<file path="src/rtl/scarv_cop_entropy_src_if.sv">
// ---------------------------------------------------------------------------
// scarv_cop_entropy_src_if
//   Valid/ready word channel between the entropy source (producer) and the
//   RNG seeding path (consumer).
//   es_valid : producer holds a word on es_data
//   es_ready : consumer accepts the word this cycle
//   es_data  : 32-bit entropy word (FIFO head)
// ---------------------------------------------------------------------------
interface scarv_cop_entropy_src_if;
  logic        es_valid;
  logic        es_ready;
  logic [31:0] es_data;

  modport master (output es_valid, output es_data, input  es_ready);
  modport slave  (input  es_valid, input  es_data, output es_ready);
endinterface

</file>
<file path="src/rtl/scarv_cop_entropy_src.sv">
// ---------------------------------------------------------------------------
// scarv_cop_entropy_src
//   Entropy source front-end: packs raw noise bits into 32-bit words (first
//   bit received = MSB), runs a repetition-count health test on the raw bits
//   and buffers healthy words in a small FIFO offered over valid/ready.
//
//   Optional build macro SCARV_COP_ES_VONNEUMANN_EN inserts a von Neumann
//   debiaser between the health test and the accumulator.
//
// Ports
//   g_clk, g_resetn : clock, async active-low reset
//   es_enable       : level, collect entropy while high
//   noise_valid     : noise_bit is valid this cycle
//   noise_bit       : raw noise bit
//   es_health_clr   : pulse, clears the sticky failure and leaves FAULT
//   es_health_fail  : sticky repetition-count failure flag
//   es_fill         : FIFO occupancy
//   es_if           : word channel (master side)
// ---------------------------------------------------------------------------
module scarv_cop_entropy_src #(
  parameter int FIFO_DEPTH = 4,
  parameter int RCT_CUTOFF = 16
) (
  input  logic                          g_clk,
  input  logic                          g_resetn,
  input  logic                          es_enable,
  input  logic                          noise_valid,
  input  logic                          noise_bit,
  input  logic                          es_health_clr,
  output logic                          es_health_fail,
  output logic [$clog2(FIFO_DEPTH):0]   es_fill,
  scarv_cop_entropy_src_if.master       es_if
);

  localparam int         AW      = $clog2(FIFO_DEPTH);
  localparam int         PW      = AW + 1;
  localparam logic [7:0] RCT_LIM = 8'(RCT_CUTOFF);

  typedef enum logic [1:0] {ST_IDLE, ST_COLLECT, ST_FAULT} state_e;

  state_e        state_q, state_d;
  logic [30:0]   acc_q, acc_d;          // 31 bits suffice: the 32nd completes the word
  logic [4:0]    bit_cnt_q, bit_cnt_d;
  logic [7:0]    run_q, run_d;
  logic          last_bit_q, last_bit_d;
  logic          fail_q, fail_d;
  logic          word_pend_q, word_pend_d;  // completed word waiting for the FIFO write
  logic [31:0]   word_q, word_d;
  logic [PW-1:0] wr_ptr_q, wr_ptr_d, rd_ptr_q, rd_ptr_d;
  logic [31:0]   mem_q [FIFO_DEPTH];

`ifdef SCARV_COP_ES_VONNEUMANN_EN
  logic          vn_phase_q, vn_phase_d;    // 1 = first bit of a pair held
  logic          vn_first_q, vn_first_d;
`endif

  logic          acc_bit_valid, acc_bit, rct_trip, word_done;
  logic [PW-1:0] fill;
  logic          full, pop, push;

  // --------------------------------------------------------------------------
  // Control, collection and health test
  // --------------------------------------------------------------------------
  always_comb begin
    // NOTE: every signal written here gets a default first so no latch is inferred.
    state_d       = state_q;
    acc_d         = acc_q;
    bit_cnt_d     = bit_cnt_q;
    run_d         = run_q;
    last_bit_d    = last_bit_q;
    fail_d        = fail_q;
    word_d        = word_q;
    word_pend_d   = 1'b0;
    acc_bit_valid = 1'b0;
    acc_bit       = 1'b0;
    rct_trip      = 1'b0;
    word_done     = 1'b0;
`ifdef SCARV_COP_ES_VONNEUMANN_EN
    vn_phase_d    = vn_phase_q;
    vn_first_d    = vn_first_q;
`endif

    unique case (state_q)
      ST_IDLE: begin
`ifdef SCARV_COP_ES_VONNEUMANN_EN
        vn_phase_d = 1'b0;
`endif
        if (es_enable) begin
          state_d   = ST_COLLECT;
          acc_d     = '0;
          bit_cnt_d = '0;
        end
      end

      ST_COLLECT: begin
        if (noise_valid) begin
          // Repetition count sees every raw bit, before any debiasing.
          last_bit_d = noise_bit;
          if (noise_bit == last_bit_q) run_d = (run_q == 8'hFF) ? run_q : run_q + 8'd1;
          else                         run_d = 8'd1;
          rct_trip = (run_d == RCT_LIM);
`ifdef SCARV_COP_ES_VONNEUMANN_EN
          vn_phase_d = ~vn_phase_q;
          if (!vn_phase_q) vn_first_d = noise_bit;
          // Pair (a,b) with a!=b yields a: 01 -> 0, 10 -> 1.
          acc_bit_valid = vn_phase_q && (vn_first_q != noise_bit);
          acc_bit       = vn_first_q;
`else
          acc_bit_valid = 1'b1;
          acc_bit       = noise_bit;
`endif
        end

        if (acc_bit_valid) begin
          acc_d     = {acc_q[29:0], acc_bit};
          bit_cnt_d = bit_cnt_q + 5'd1;
          word_done = (bit_cnt_q == 5'd31);
        end

        // Health failure wins over both word completion and disable.
        if (rct_trip) begin
          state_d = ST_FAULT;
          fail_d  = 1'b1;
        end else begin
          if (word_done) begin
            word_pend_d = 1'b1;
            word_d      = {acc_q, acc_bit};
          end
          if (!es_enable) state_d = ST_IDLE;
        end
      end

      ST_FAULT: begin
        if (es_health_clr) begin
          state_d    = ST_IDLE;
          fail_d     = 1'b0;
          run_d      = '0;
          last_bit_d = 1'b0;
          acc_d      = '0;
          bit_cnt_d  = '0;
`ifdef SCARV_COP_ES_VONNEUMANN_EN
          vn_phase_d = 1'b0;
`endif
        end
      end

      default: state_d = ST_IDLE;
    endcase
  end

  // --------------------------------------------------------------------------
  // FIFO: extra pointer MSB distinguishes full from empty.
  // --------------------------------------------------------------------------
  assign fill = wr_ptr_q - rd_ptr_q;
  assign full = (wr_ptr_q[AW] != rd_ptr_q[AW]) && (wr_ptr_q[AW-1:0] == rd_ptr_q[AW-1:0]);

  assign es_if.es_valid = (fill != '0) && (state_q != ST_FAULT);
  assign es_if.es_data  = (fill != '0) ? mem_q[rd_ptr_q[AW-1:0]] : 32'h0;
  assign es_fill        = fill;
  assign es_health_fail = fail_q;

  assign pop  = es_if.es_valid && es_if.es_ready;
  // A full FIFO accepts the word only when the head leaves in the same cycle.
  assign push = word_pend_q && (state_q != ST_FAULT) && (!full || pop);

  always_comb begin
    if (state_q == ST_FAULT) begin
      wr_ptr_d = '0;
      rd_ptr_d = '0;
    end else begin
      wr_ptr_d = wr_ptr_q + PW'(push);
      rd_ptr_d = rd_ptr_q + PW'(pop);
    end
  end

  // NOTE: storage is not reset; the pointers alone define which entries are live.
  always_ff @(posedge g_clk) begin
    if (push) mem_q[wr_ptr_q[AW-1:0]] <= word_q;
  end

  // NOTE: sequential state uses non-blocking assignments only.
  always_ff @(posedge g_clk or negedge g_resetn) begin
    if (!g_resetn) begin
      state_q     <= ST_IDLE;
      acc_q       <= '0;
      bit_cnt_q   <= '0;
      run_q       <= '0;
      last_bit_q  <= 1'b0;
      fail_q      <= 1'b0;
      word_pend_q <= 1'b0;
      word_q      <= '0;
      wr_ptr_q    <= '0;
      rd_ptr_q    <= '0;
`ifdef SCARV_COP_ES_VONNEUMANN_EN
      vn_phase_q  <= 1'b0;
      vn_first_q  <= 1'b0;
`endif
    end else begin
      state_q     <= state_d;
      acc_q       <= acc_d;
      bit_cnt_q   <= bit_cnt_d;
      run_q       <= run_d;
      last_bit_q  <= last_bit_d;
      fail_q      <= fail_d;
      word_pend_q <= word_pend_d;
      word_q      <= word_d;
      wr_ptr_q    <= wr_ptr_d;
      rd_ptr_q    <= rd_ptr_d;
`ifdef SCARV_COP_ES_VONNEUMANN_EN
      vn_phase_q  <= vn_phase_d;
      vn_first_q  <= vn_first_d;
`endif
    end
  end

endmodule

</file>
<file path="src/flat_wrapper.sv">
// flat-port wrapper written by rule: the top's interface ports become plain ports
module scarv_cop_entropy_src_flat 
#(
  parameter int FIFO_DEPTH = 4,
  parameter int RCT_CUTOFF = 16
)
  (g_clk, g_resetn, es_enable, noise_valid, noise_bit, es_health_clr, es_health_fail, es_fill, es_if_es_valid, es_if_es_data, es_if_es_ready);
  scarv_cop_entropy_src_if es_if_i ();
  input  logic g_clk;
  input  logic g_resetn;
  input  logic es_enable;
  input  logic noise_valid;
  input  logic noise_bit;
  input  logic es_health_clr;
  output logic es_health_fail;
  output logic [$clog2(FIFO_DEPTH):0] es_fill;
  output wire logic [$bits(es_if_i.es_valid)-1:0] es_if_es_valid;
  output wire logic [$bits(es_if_i.es_data)-1:0] es_if_es_data;
  input wire logic [$bits(es_if_i.es_ready)-1:0] es_if_es_ready;
  assign es_if_es_valid = es_if_i.es_valid;
  assign es_if_es_data = es_if_i.es_data;
  assign es_if_i.es_ready = es_if_es_ready;
  scarv_cop_entropy_src #(.FIFO_DEPTH(FIFO_DEPTH), .RCT_CUTOFF(RCT_CUTOFF)) u_core (.g_clk(g_clk), .g_resetn(g_resetn), .es_enable(es_enable), .noise_valid(noise_valid), .noise_bit(noise_bit), .es_health_clr(es_health_clr), .es_health_fail(es_health_fail), .es_fill(es_fill), .es_if(es_if_i));
endmodule
</file>
<file path="config.mk">
export PLATFORM = sky130hd
export DESIGN_NAME = scarv_cop_entropy_src_flat
export DESIGN_NICKNAME = d
export VERILOG_FILES = /design/src/rtl/scarv_cop_entropy_src_if.sv /design/src/rtl/scarv_cop_entropy_src.sv /design/src/flat_wrapper.sv
export SDC_FILE = /design/constraint.sdc
export NUM_CORES = 1
export LEC_CHECK = 0
export ABC_AREA = 1
export CORE_MARGIN = 2
export CORE_UTILIZATION = 60
export CTS_CLUSTER_DIAMETER = 80
export DETAILED_ROUTE_END_ITERATION = 7
export PLACE_DENSITY = 0.86
export SLEW_MARGIN = 0
export SYNTH_ARGS = -nofsm -noshare
export SYNTH_HDL_FRONTEND = slang
export SYNTH_SLANG_ARGS = --single-unit
</file>
<file path="constraint.sdc">
create_clock -name g_clk -period 4.8 [get_ports g_clk]
set_input_delay 0.48 -clock g_clk [delete_from_list [all_inputs] [get_ports g_clk]]
set_output_delay 0.48 -clock g_clk [all_outputs]
set_load 0.01 [all_outputs]
</file>
# ---- After elaboration in Yosys (flattened, before gate mapping)
# Memory sizes are Yosys's and may differ from the RTL's.
# Cells that the tools add are included.
dict set report word_totals {
  regBits 87
  mem_bits_rw 128
  input_bits 7
  output_inout_bits 37
  word_cells 88
  mem_count 1
}
dict set report classes {
  n_addsub 5
  eq_ne 15
  mux 40
  n_bitwise 1
  n_reduce_logical 16
}
# name depth width rd rd_ports_with_merged_regs wr line_no
set mem_list {}
lappend mem_list {u_core.mem_q 4 32 1 0 1 scarv_cop_entropy_src.sv:50} ;# logic [31:0] mem_q [FIFO_DEPTH];
# op n
set ops {}
lappend ops {{31-bit 2-to-1 mux} 3}
lappend ops {{31-bit case mux with 3 select lines} 1}
lappend ops {{8-bit 2-to-1 mux} 6}
lappend ops {{32-bit 2-to-1 mux} 1}
lappend ops {{8-bit case mux with 2 select lines} 1}
lappend ops {{1-bit 2-to-1 mux} 15}
lappend ops {{5-bit 2-to-1 mux} 3}
lappend ops {{5-bit case mux with 3 select lines} 1}
lappend ops {{3-bit AND reduction} 4}
lappend ops {{8-bit by 1-bit adder with 8-bit output (second input constant)} 1}
lappend ops {{8-bit by 5-bit == test with 1-bit output (second input constant)} 1}
lappend ops {{8-bit == test (second input constant)} 1}
lappend ops {{2-bit 2-to-1 mux} 4}
lappend ops {{2-bit != test (second input constant)} 4}
lappend ops {{3-bit by 1-bit adder with 3-bit output} 2}
lappend ops {{3-bit 2-to-1 mux} 2}
lappend ops {{2-bit case mux with 3 select lines} 1}
lappend ops {{3-bit nonzero test} 2}
lappend ops {{5-bit by 1-bit adder with 5-bit output (second input constant)} 1}
lappend ops {{5-bit == test (second input constant)} 1}
lappend ops {{1-bit logical AND} 5}
lappend ops {{2-bit by 1-bit != test with 1-bit output (second input constant)} 2}
lappend ops {{1-bit case mux with 2 select lines} 2}
lappend ops {{4-bit AND reduction} 1}
lappend ops {{12 further kinds} 12}

# ---- Logic depth before layout (Yosys ltp)
dict set report logic_depth {
  word_depth 10
  depth_mapped 14
  depth_no_buf 14
}

# ---- Worst setup path after synthesis
# Ideal clock, no wire load.
dict set report synth_timing {
  path_kind {flip-flop to flip-flop}
  from {register u_core.wr_ptr_q[0]}
  to {memory u_core.mem_q[1][0], enable pin}
  setup_time_ns 0.461
  arrival_ns 3.854
  t_required_ns 4.339
  setup_slack_ns 0.484
  path_stages_with_launch 10
  n_path_buf 0
  synth_period_minus_slack_ns 4.316
  cell_sequence {dfrtp_1 -> inv_1 -> ha_1 -> fa_1 -> xor2_1 -> nand3_1 -> nand3_1 -> nand2_1 -> nand3_1 -> nor3_1}
}
dict set report synth_via {
  elab_chain_cells 8
  word_cells_on_any_way 11
  classes_between {add/sub: 1; eq/ne: 1; mux: 2; reduce/logical: 7}
}
# item line_no
set synth_rtl {}
lappend synth_rtl {{from (decl)} scarv_cop_entropy_src.sv:49} ;# logic [PW-1:0] wr_ptr_q, wr_ptr_d, rd_ptr_q, rd_ptr_d;
lappend synth_rtl {{from (signal assigned)} scarv_cop_entropy_src.sv:207} ;# wr_ptr_q <= wr_ptr_d;
lappend synth_rtl {{3-bit subtractor} scarv_cop_entropy_src.sv:154} ;# assign fill = wr_ptr_q - rd_ptr_q;
lappend synth_rtl {{3-bit nonzero test} scarv_cop_entropy_src.sv:157} ;# assign es_if.es_valid = (fill != '0) && (state_q != ST_FAULT);
lappend synth_rtl {{1-bit logical AND} scarv_cop_entropy_src.sv:157}
lappend synth_rtl {{1-bit logical AND} scarv_cop_entropy_src.sv:162} ;# assign pop = es_if.es_valid && es_if.es_ready;
lappend synth_rtl {{1-bit logical OR} scarv_cop_entropy_src.sv:164} ;# assign push = word_pend_q && (state_q != ST_FAULT) && (!full || pop);
lappend synth_rtl {{1-bit logical AND} scarv_cop_entropy_src.sv:164}
lappend synth_rtl {{1-bit 2-to-1 mux} scarv_cop_entropy_src.sv:178} ;# if (push) mem_q[wr_ptr_q[AW-1:0]] <= word_q;
lappend synth_rtl {{1-bit 2-to-1 mux (implied by the code)} scarv_cop_entropy_src.sv:178}
lappend synth_rtl {{to (decl)} scarv_cop_entropy_src.sv:50}
# Several ways; a longest one is shown, not always the timed one.

# ---- Worst setup path in the final report
dict set report layout_timing {
  from {register u_core.rd_ptr_q[1]}
  to {output port es_if_es_data[20]}
}
dict set report layout_via {
  elab_chain_cells 3
  word_cells_on_any_way 4
  classes_between {add/sub: 1; mux: 1; reduce/logical: 1; memory: 1}
}
# item line_no
set layout_rtl {}
lappend layout_rtl {{from (decl)} scarv_cop_entropy_src.sv:49}
lappend layout_rtl {{from (signal assigned)} scarv_cop_entropy_src.sv:208} ;# rd_ptr_q <= rd_ptr_d;
lappend layout_rtl {{3-bit subtractor} scarv_cop_entropy_src.sv:154}
lappend layout_rtl {{3-bit nonzero test} scarv_cop_entropy_src.sv:158} ;# assign es_if.es_data = (fill != '0) ? mem_q[rd_ptr_q[AW-1:0]] : 32'h0;
lappend layout_rtl {{32-bit 2-to-1 mux *} scarv_cop_entropy_src.sv:158}
lappend layout_rtl {{to (decl)} flat_wrapper.sv:18} ;# output wire logic [$bits(es_if_i.es_data)-1:0] es_if_es_data;
# Mark *: on every way between the ends. The rest lies on a longest branch, timed or not.

==> key figures <==
Layout
  – # diodes: 0
  – Net count, final: ~900
  – Filler cells: a little under 1,000
  – Layout cells sized above 1: roughly 7.6%
  – Multi-input gate area: ~2400 um^2
  – Area grow syn2layout: 14.0%
  – Register Area: approximately 6000 um^2

Floorplan
  – Die Y: approximately 130 um
  – DIE WIDTH: ~130 um
  – Die Footprint: 15,900 um^2
  – Ports: 44
  – Initial Utilization: between 60% and 70%
  – Rows: 44
  – CORE AREA: about 15,000 um^2

Clocking
  – Worst skew pair latency: 470 ps
  – Clock slew at reported path FFs: approximately 60 ps
  – Hold Buf Count CTS: 0
  – CTS H-tree lvls: 1
  – CTS tree: built
  – Post_cts resized: 0
  – Post-CTS setup buffer count: 0
  – CTS sink count: about 220
  – CTS buffer count: 21
  – Maximum buffer depth of the clock tree: 3
  – Root buffer cell: clkbuf_16

STA
  – Unrepaired setup endpoints after global routing: false
  – Worst-Margin Slew: slightly below 900 ps
  – Clock Skew: approximately 8 ps
  – F_max: between 200 and 300 MHz
  – Min Tclk post-route: 3530 ps
  – Setup-failing EPs final: 0
  – Setup TNS after final layout: 0 ps
  – Final Hold Fails: 0
  – Slew Limit Fails: 0
  – Slew headroom: roughly 40%
  – Tcrit/Tclk final: 73.6%

Route
  – Post-DR vias/cell: around 5.8
  – Initial drt markers: between 600 and 700
  – Antenna-violating nets left: 0
  – DRT Pass-1 Iters: 6
  – Drc violations: 0
  – Total number of vias: 6,085
  – DRT Wirelength: roughly 17 mm
  – Drt wl/cell: roughly 16 um

Worst setup path
  – R2r endpoint: u_core.mem_q[0][14]
  – Most used cell, CP: inv_1
  – Arr. time, crit path: between 3000 and 4000 ps
  – Slowest CP cell: inv_1
  – Worst-path cell chain: buf_4 -> inv_1 -> o21ai_0 -> o22ai_1 -> nand2_1 -> inv_1 -> clkdlybuf4s50_1
  – Reg2Reg Depth: 11
  – Required time of the critical path: approximately 4300 ps
  – CP endpoint kind: output port
  – Worst-path maximum fanout: 33
  – R2r setup slk: 1600 ps
  – Reg2Reg Launch Point: u_core.wr_ptr_q[0]
  – Crit start category: flip-flop
  – Slowest stage delay, CP: slightly below 700 ps
  – Critical setup path kind: reg2out

Logic synthesis
  – Top_reg_cell synth: edfxtp_1
  – Cell Area, Synth: just under 9000 um^2
  – Synth area leader: edfxtp_1
  – Syn Area/Cell: between 10 and 15 um^2
  – Top cell type's share of synthesized area: a little over two fifths
  – Seq/Total Area, Yosys: approximately 67%
  – Ranking of synthesized cells by area: edfxtp_1, dfrtp_1, nand2_1, o21ai_0, inv_1
  – Syn Inst Count: around 830
  – Ys Warns: 0
  – Synth Register Bits: between 200 and 250
  – Mapped Nets: between 800 and 900
  – Yosys cell types: 37
  – Async set-reset flop share out of synthesis: about two fifths
  – Number of synthesized flops with an enable pin: roughly 130

GRT
  – Pin count of the biggest net entering global routing: 65
  – GRT overflow: 0
  – Number of global-route vias before repair: about 5,900
  – Initial antenna violation count: 0
  – First-pass GRT wire length: just under 30 mm
  – Aggregate global-route resource usage: 22.5%

Placement
  – Final HPWL DP: between 10 and 15 mm
  – GP Congestion: ~0.85
  – IO buf count: 43

Flow run
  – Max-Cap Viols: 0

Power
  – Maximum vdd drop: about 0.5 mV
  – Power per Cell Area: approximately 550 nW/um^2
  – Overall power: 5.59 mW
  – Lkg Pwr: roughly 4 nW

Worst hold path
  – Hold WC Path Type: in2async

Outcome
  – Outcome: finished, final reports clean
how the worst max path moves through the flow:
stage | from | end | cells past startpoint
floorplan | u_core.wr_ptr_q[0] | u_core.mem_q[1][0] | 9
global placement | u_core.wr_ptr_q[0] | u_core.mem_q[0][9] | 11
detailed placement | u_core.wr_ptr_q[0] | u_core.mem_q[0][12] | 11
CTS | u_core.rd_ptr_q[0] | es_if_es_data[21] | 7
global route | u_core.rd_ptr_q[1] | es_if_es_data[1] | 7
finish | u_core.rd_ptr_q[1] | es_if_es_data[20] | 7
power breakdown:
part,switching [mW],internal [mW]
Combinational,1.14,0.805
Clock,0.632,0.960
Sequential,0.0503,2.00
Total,1.82,3.77
kinds of logic (layout without fill, tap and decap cells):
kind of cell / Yosys count / after routing / synth area share (%)
AND/OR/NAND/NOR: 314 / 314 / 15.3
multiplexers: 1 / 1 / 0.112
buffers and inverters: 130 / 177 / 5.79
adder cells (fa/ha/maj): 10 / 10 / 1.48
flip-flops: 215 / 215 / 67.3
AO/OA/AOI/OAI: 152 / 152 / 9.69
XOR/XNOR: 3 / 3 / 0.294
final cells by class:
class / count / share of cell area [%]
Timing Repair Buffer: 55 / 5.08
Inverter: 85 / 3.13
Multi-Input combinational cell: 480 / 23.8
Clock buffer: 29 / 5.74
Tap cell: 184 / 2.26
Sequential cell: 215 / 59.0
Clock inverter: 8 / 0.908
registers in the layout, indices dropped and copies added (netlist names):
| register | cells |
|---|---|
| u_core.run_q | 8 |
| u_core.state_q | 2 |
| u_core.word_pend_q | 1 |
| u_core.es_health_fail | 1 |
| u_core.last_bit_q | 1 |
| u_core.acc_q | 31 |
| u_core.mem_q | 128 |
| u_core.bit_cnt_q | 5 |
| u_core.word_q | 32 |
| u_core.wr_ptr_q | 3 |
| u_core.rd_ptr_q | 3 |
Yosys cell counts (2+ instances only):
library cell	instances
xnor2_1	2
nor2_1	78
nand2_1	147
nor3_1	5
o31ai_1	15
buf_2	6
a21oi_1	4
nand4_1	33
a21oi_2	2
inv_1	83
o22ai_1	39
buf_1	5
dfrtp_1	87
clkbuf_1	31
buf_6	3
ha_1	9
nor2_2	6
nand2_2	3
nand3_1	36
o21ai_0	87
edfxtp_1	128
worst max-delay path, delay by kind of cell (launching register included):
kind	cells	cell delay, ps
AO/OA/AOI/OAI	2	520
AND/OR/NAND/NOR	1	90
buffers and inverters	4	1540
flip-flops	1	430
metal layers:
metal	global-route usage, %	vias up	share of wire [%]
li1	-	2907	-
met1	30.6	2943	41
met2	37.8	202	50
met3	3.82	33	7.1
met4	6.53	0	2.0
met5	0	-	0
placed cells by master (no fill, tap or decap), drive strengths merged, types with 33 or more instances in the layout:
cell           synthesis  layout
dfrtp                 87      87
clkdlybuf4s50          0      42
nand3                 37      37
edfxtp               128     128
o22ai                 39      39
nand2                150     150
inv                   84      84
o21ai                 88      88
nor2                  85      85
nand4                 33      33
per-stage QoR:
| stage | worst slack (ps) | util (%) | hold slack, ps | instance area, um^2 | instances |
|---|---|---|---|---|---|
| floorplan | 484 | - | 184 | 8940 | 825 |
| global placement | 1740 | 65.5 | 464 | 9520 | 1019 |
| detailed placement | 1610 | 65.5 | 475 | 9520 | 1019 |
| CTS | 1230 | 70.2 | 66.9 | 10200 | 1056 |
| global route | 1050 | 70.2 | 86.9 | 10200 | 1056 |
| finish | 1270 | 70.2 | 53.1 | 10200 | 1056 |
Power figures use the tool's default switching activity.
